### config.mk
export PLATFORM = sky130hd
export DESIGN_NAME = rf_writeback_flat
export DESIGN_NICKNAME = d
export VERILOG_FILES = /design/src/rtl/rf_writeback_if.sv /design/src/rtl/rf_writeback.sv /design/src/flat_wrapper.sv
export SDC_FILE = /design/constraint.sdc
export NUM_CORES = 1
export LEC_CHECK = 0
export ABC_AREA = 1
export BUFFER_PORTS_ARGS = -buffer_cell sky130_fd_sc_hd__buf_4
export CAP_MARGIN = 20
export CORE_MARGIN = 2
export CORE_UTILIZATION = 25
export DETAILED_ROUTE_END_ITERATION = 8
export SKIP_CTS_REPAIR_TIMING = 1
export SLEW_MARGIN = 40
export SYNTH_ARGS = -nofsm -noshare
export SYNTH_HDL_FRONTEND = slang
export SYNTH_SLANG_ARGS = --single-unit
### constraint.sdc
create_clock -name clk -period 3 [get_ports clk]
set_clock_uncertainty 0.15 [all_clocks]
set_input_delay 0.6 -clock clk [delete_from_list [all_inputs] [get_ports clk]]
set_output_delay 0.6 -clock clk [all_outputs]
set_load 0.005 [all_outputs]
### src/rtl/rf_writeback_if.sv
// rf_writeback_if: ALU/LSU result inputs, decode pending-check ports and register-file write port
interface rf_writeback_if #(parameter int DEPTH = 4);
    localparam int CW = $clog2(DEPTH) + 1;
    logic          alu_valid;
    logic [4:0]    alu_rd;
    logic [31:0]   alu_wd;
    logic          lsu_valid;
    logic          lsu_ready;
    logic [4:0]    lsu_rd;
    logic [31:0]   lsu_wd;
    logic [4:0]    ra1;
    logic [4:0]    ra2;
    logic          pend1;
    logic          pend2;
    logic          we;
    logic [4:0]    wa;
    logic [31:0]   wd;
    logic [CW-1:0] count;
    modport master (
        output alu_valid, alu_rd, alu_wd, lsu_valid, lsu_rd, lsu_wd, ra1, ra2,
        input  lsu_ready, pend1, pend2, we, wa, wd, count
    );
    modport slave (
        input  alu_valid, alu_rd, alu_wd, lsu_valid, lsu_rd, lsu_wd, ra1, ra2,
        output lsu_ready, pend1, pend2, we, wa, wd, count
    );
endinterface

### src/rtl/rf_writeback.sv
// rf_writeback: arbitrates ALU and queued LSU results onto one registered register-file write port
module rf_writeback #(parameter int DEPTH = 4) (
    input  logic           clk,
    input  logic           rst_n,
    rf_writeback_if.slave  bus
);
    localparam int AW = $clog2(DEPTH);
    localparam int CW = AW + 1;

    logic [CW-1:0] count_q, count_d;
    logic [AW-1:0] rptr_q, rptr_d, wptr_q, wptr_d;
    logic [DEPTH-1:0] vld_q, vld_d;
    logic [4:0]    rd_q [DEPTH];
    logic [4:0]    rd_d [DEPTH];
    logic [31:0]   dat_q [DEPTH];
    logic [31:0]   dat_d [DEPTH];
    logic          we_q, we_d;
    logic [4:0]    wa_q, wa_d;
    logic [31:0]   wd_q, wd_d;
    logic          acc_nz, empty, pop, byp, push, p1, p2;

    assign bus.lsu_ready = (count_q < CW'(DEPTH)) && rst_n;
    assign bus.we        = we_q;
    assign bus.wa        = wa_q;
    assign bus.wd        = wd_q;
    assign bus.count     = count_q;
    assign bus.pend1     = p1 && rst_n && (bus.ra1 != 5'd0);
    assign bus.pend2     = p2 && rst_n && (bus.ra2 != 5'd0);

    always_comb begin
        p1 = 1'b0;
        p2 = 1'b0;
        for (int i = 0; i < DEPTH; i++) begin
            p1 = p1 | (vld_q[i] && rd_q[i] == bus.ra1);
            p2 = p2 | (vld_q[i] && rd_q[i] == bus.ra2);
        end
    end

    // rd=0 LSU results are handshaken but dropped; ALU always owns the slot when valid
    always_comb begin
        acc_nz  = bus.lsu_valid && bus.lsu_ready && (bus.lsu_rd != 5'd0);
        empty   = count_q == '0;
        pop     = !bus.alu_valid && !empty;
        byp     = !bus.alu_valid && empty && acc_nz;
        push    = acc_nz && !byp;
        rptr_d  = pop ? rptr_q + 1'b1 : rptr_q;
        wptr_d  = push ? wptr_q + 1'b1 : wptr_q;
        count_d = count_q + CW'(push) - CW'(pop);
        vld_d   = vld_q;
        rd_d    = rd_q;
        dat_d   = dat_q;
        we_d    = bus.alu_valid ? (bus.alu_rd != 5'd0) : (pop || byp);
        wa_d    = !we_d ? wa_q : bus.alu_valid ? bus.alu_rd : pop ? rd_q[rptr_q] : bus.lsu_rd;
        wd_d    = !we_d ? wd_q : bus.alu_valid ? bus.alu_wd : pop ? dat_q[rptr_q] : bus.lsu_wd;
        if (pop)
            vld_d[rptr_q] = 1'b0;
        if (push) begin
            vld_d[wptr_q] = 1'b1;
            rd_d[wptr_q]  = bus.lsu_rd;
            dat_d[wptr_q] = bus.lsu_wd;
        end
    end

    always_ff @(posedge clk) begin
        rd_q  <= rd_d;
        dat_q <= dat_d;
        if (!rst_n) begin
            count_q <= '0;
            rptr_q  <= '0;
            wptr_q  <= '0;
            vld_q   <= '0;
            we_q    <= 1'b0;
            wa_q    <= '0;
            wd_q    <= '0;
        end else begin
            count_q <= count_d;
            rptr_q  <= rptr_d;
            wptr_q  <= wptr_d;
            vld_q   <= vld_d;
            we_q    <= we_d;
            wa_q    <= wa_d;
            wd_q    <= wd_d;
        end
    end
endmodule

### src/flat_wrapper.sv
// flat-port wrapper written by rule: the top's interface ports become plain ports
module rf_writeback_flat 
#(parameter int DEPTH = 4)
  (clk, rst_n, bus_alu_valid, bus_alu_rd, bus_alu_wd, bus_lsu_valid, bus_lsu_rd, bus_lsu_wd, bus_ra1, bus_ra2, bus_lsu_ready, bus_pend1, bus_pend2, bus_we, bus_wa, bus_wd, bus_count);
  rf_writeback_if #(.DEPTH(DEPTH)) bus_i ();
  input  logic clk;
  input  logic rst_n;
  input wire logic [$bits(bus_i.alu_valid)-1:0] bus_alu_valid;
  input wire logic [$bits(bus_i.alu_rd)-1:0] bus_alu_rd;
  input wire logic [$bits(bus_i.alu_wd)-1:0] bus_alu_wd;
  input wire logic [$bits(bus_i.lsu_valid)-1:0] bus_lsu_valid;
  input wire logic [$bits(bus_i.lsu_rd)-1:0] bus_lsu_rd;
  input wire logic [$bits(bus_i.lsu_wd)-1:0] bus_lsu_wd;
  input wire logic [$bits(bus_i.ra1)-1:0] bus_ra1;
  input wire logic [$bits(bus_i.ra2)-1:0] bus_ra2;
  output wire logic [$bits(bus_i.lsu_ready)-1:0] bus_lsu_ready;
  output wire logic [$bits(bus_i.pend1)-1:0] bus_pend1;
  output wire logic [$bits(bus_i.pend2)-1:0] bus_pend2;
  output wire logic [$bits(bus_i.we)-1:0] bus_we;
  output wire logic [$bits(bus_i.wa)-1:0] bus_wa;
  output wire logic [$bits(bus_i.wd)-1:0] bus_wd;
  output wire logic [$bits(bus_i.count)-1:0] bus_count;
  assign bus_i.alu_valid = bus_alu_valid;
  assign bus_i.alu_rd = bus_alu_rd;
  assign bus_i.alu_wd = bus_alu_wd;
  assign bus_i.lsu_valid = bus_lsu_valid;
  assign bus_i.lsu_rd = bus_lsu_rd;
  assign bus_i.lsu_wd = bus_lsu_wd;
  assign bus_i.ra1 = bus_ra1;
  assign bus_i.ra2 = bus_ra2;
  assign bus_lsu_ready = bus_i.lsu_ready;
  assign bus_pend1 = bus_i.pend1;
  assign bus_pend2 = bus_i.pend2;
  assign bus_we = bus_i.we;
  assign bus_wa = bus_i.wa;
  assign bus_wd = bus_i.wd;
  assign bus_count = bus_i.count;
  rf_writeback #(.DEPTH(DEPTH)) u_core (.clk(clk), .rst_n(rst_n), .bus(bus_i));
endmodule
==> impl_metrics.csv <==
group,metric,value,unit
outcome,run_status,"completed",
critical_path,crit_type,"reg -> out",
timing,drv_slew,0,
cts,clk_latency,0.43,ns
timing,rsz0062_at_grt,"no",
floorplanning,start_util,25.3,%
place,portBuffers,131,
place,place_congestion,0.840,
cts,clock-root-buffer,"clkbuf_16",
timing,fin_tns_setup,0,ns
timing,slew_headroom,54.8,%
detailed_routing,top_layer,"met5",
detailed_routing,vias,7968,
cts,clk_path_buf_depth,2,
cts,cts_tree,"yes",
floorplanning,die_area,0.0407,mm²
power,internal-power,0.00548,W
critical_path,r2r_cells,11,
timing,worst_pin_slew,0.678,ns
floorplanning,io_pins,132,
critical_path,slowest_stage,"edfxtp_1",
yosys,synthArstFlopShare,0,%
cts,path_clk_slew,0.08,ns
cts,numCtsBuffers,17,
detailed_routing,routed_wl,28400,µm
power,p_per_area,731,mW/mm²
power,clock_power_share,26.2,%
yosys,synth.area.top_cells,"edfxtp_1 (45%), nand2_1 (25%), dfxtp_1 (10%)",
final_layout,area_delta_synth_final,21.6,%
global_route,antenna_found_initial,1,
floorplanning,design.core.area,0.0386,mm²
power,switchingPower,0.00321,W
yosys,synth_ff_type,"edfxtp_1",
yosys,synth_edf_count,148,
job,maxCapViolations,0,
critical_path,critical_path.max_fanout,4,
yosys,avgSynthCellArea,7.82,µm²
critical_path,required,2.25,ns
critical_path,path_buf_inv,2,
place,dp_hpwl,18300,µm
timing,finalHoldViolations,0,
critical_path,cpPeakStageDelay,0.43,ns
min_path,min_path_type,"in -> reg",
detailed_routing,wl_met1,13400,µm
yosys,synth_seq_cells,197,
yosys,syn-num-nets,1349,
critical_path,critPathTopFamily,"simple AND/OR/NAND/NOR gates",
critical_path,arrival,1.63,ns
min_path,holdPathStages,1,
power,irDropWorstVdd,410,µV
cts,htree_levels,4,
yosys,yosysUniqueCellTypes,23,
yosys,synth_commonest_cells,"nand2_1 (657), edfxtp_1 (148), inv_1 (118), nor2_1 (118), dfxtp_1 (49)",
yosys,syn-instance-count,1250,
final_layout,antenna_cells,0,
yosys,yosysTopAreaCellShare,45.5,%
critical_path,crit_chain,"inv_1 > nor2_1 > nor2_1 > nand3_1 > nand2_1 > nor2_1 > nor2_1 > buf_4",
critical_path,cp-end-kind,"output pin",
global_route,grtUsageTotal,14.1,%
cts,clock-sinks,197,
final_layout,fillers,4057,
global_route,grt-ovfl-total,0,
detailed_routing,via_per_inst,4.20,
floorplanning,die_w,202,µm
final_layout,drive_above_1_share,14.6,%
detailed_routing,route.detailed.drc,0,
timing,setup_viol,0,
timing,hold_slack,0.229,ns
yosys,yosysMostFrequentCell,"nand2_1",
detailed_routing,met3_wirelength,1330,µm
floorplanning,die_y,202,µm
floorplanning,rows,72,
global_route,grt_pass1_wl,44000,µm
detailed_routing,drtPass1Iterations,7,
global_route,grt_max_degree,77,
power,seqPwrFrac,39.0,%
yosys,synth_area_leader_cell,"edfxtp_1",
power,swShare,37.0,%
critical_path,crit_path_start_kind,"flop",
yosys,yosys_warnings,0,
yosys,yosysSeqAreaShare,55.5,%
detailed_routing,ant_nets,0,
detailed_routing,wl_per_cell,15.0,µm
timing,final.period_utilization,79.3,%
critical_path,crit_cells,8,
critical_path,cp_common_cell,"nor2_1",
global_route,grt_pass1_vias,7724,
yosys,synthesis.area,0.00978,mm²
detailed_routing,wl_met2,13400,µm
timing,fmax,0.420,GHz
detailed_routing,drt_iter0_markers,487,
power,comb_power_share,34.8,%
final_layout,finalNetCount,1465,
timing,period_needed,2.38,ns
power,leakage,5.60,nW
==> sequential cells by signal, summed over array words and instances (netlist names) <==
register          count
u_core.wptr_q         2
u_core.rptr_q         2
u_core.bus.count      3
u_core.dat_q        128
u_core.bus.we         1
u_core.bus.wd        32
u_core.bus.wa         5
u_core.rd_q          20
u_core.vld_q          4
==> final timing paths <==
| path | slack [ns] | from | end |
|---|---|---|---|
| setup / recovery | 0.62 | u_core.rd_q[7] | bus_pend2 |
| hold / removal | 0.23 | bus_lsu_wd[1] | u_core.dat_q[33] |
| setup reg to reg | 0.71 | u_core.bus.count[2] | u_core.bus.count[2] |
| hold reg to reg | 0.36 | u_core.vld_q[2] | u_core.vld_q[2] |
==> worst reg2reg max path: cells and delay by family, from the launching register on <==
kind                       cells  cell delay, ns
xor gates and xnor gates       1            0.17
DFF                            1            0.39
AOI/OAI and AO/OA              2            0.22
adders and majority gates      2            0.53
buffers and inverters          3            0.30
and+or+nand+nor                3            0.42
==> cell families (layout without fill, tap and decap cells) <==
kind of cell | after synthesis | in the layout | synth area share [%]
DFF | 197 | 197 | 55.5
and+or+nand+nor | 841 | 841 | 33.8
xor gates and xnor gates | 1 | 1 | 0.0896
buffers and inverters | 180 | 309 | 8.14
adders and majority gates | 11 | 11 | 1.48
AOI/OAI and AO/OA | 20 | 20 | 1.02
==> per-layer routing <==
| metal | vias up | track usage, % |
|---|---|---|
| met2 | 189 | 23.6 |
| met1 | 3656 | 18.8 |
| li1 | 4103 | - |
| met4 | 2 | 3.31 |
| met5 | - | 0 |
| met3 | 18 | 2.48 |
==> metrics by stage <==
stage	utilization (%)	cells	power, W	instance area, µm²	setup slack, ns
after CTS	30.8	1897	0.00881	11900	0.585
after global placement	29.2	1865	0.00648	11300	0.480
final	30.8	1897	0.00869	11900	0.622
after global routing	30.8	1897	0.00932	11900	0.437
after detailed placement	29.3	1865	0.00652	11300	0.482
after floorplan	-	1250	0.00544	9780	0.478
==> cell usage in the layout (no fill, tap or decap), types with 2 or more instances in the layout <==
master / count
o21ai_0: 10
buf_12: 3
inv_2: 9
inv_1: 113
a21oi_1: 10
nand2_1: 657
clkinv_4: 3
inv_6: 4
nand4_1: 38
nand3_1: 22
inv_8: 3
nor2_1: 118
dfxtp_1: 47
ha_1: 10
buf_4: 150
edfxtp_1: 148
nand2_4: 2
clkbuf_16: 17
==> power groups by stage <==
stage	logic, W	registers [W]	clock network (W)
floorplan	0.00201	0.00343	0
global placement	0.00303	0.00344	0
detailed placement	0.00307	0.00345	0
CTS	0.00308	0.00339	0.00234
global route	0.00344	0.00342	0.00246
finish	0.00302	0.00339	0.00227
==> layout make-up <==
class | instances | area [µm²] | share of cell area [%]
Sequential cell | 197 | 5430 | 45.7
Multi-Input combinational cell | 873 | 3560 | 30.0
Timing Repair Buffer | 154 | 1200 | 10.1
Tap cell | 518 | 648 | 5.45
Inverter | 123 | 464 | 3.91
Clock buffer | 18 | 439 | 3.70
Clock inverter | 14 | 141 | 1.19
Note: power is estimated with default switching activity, not from simulation.
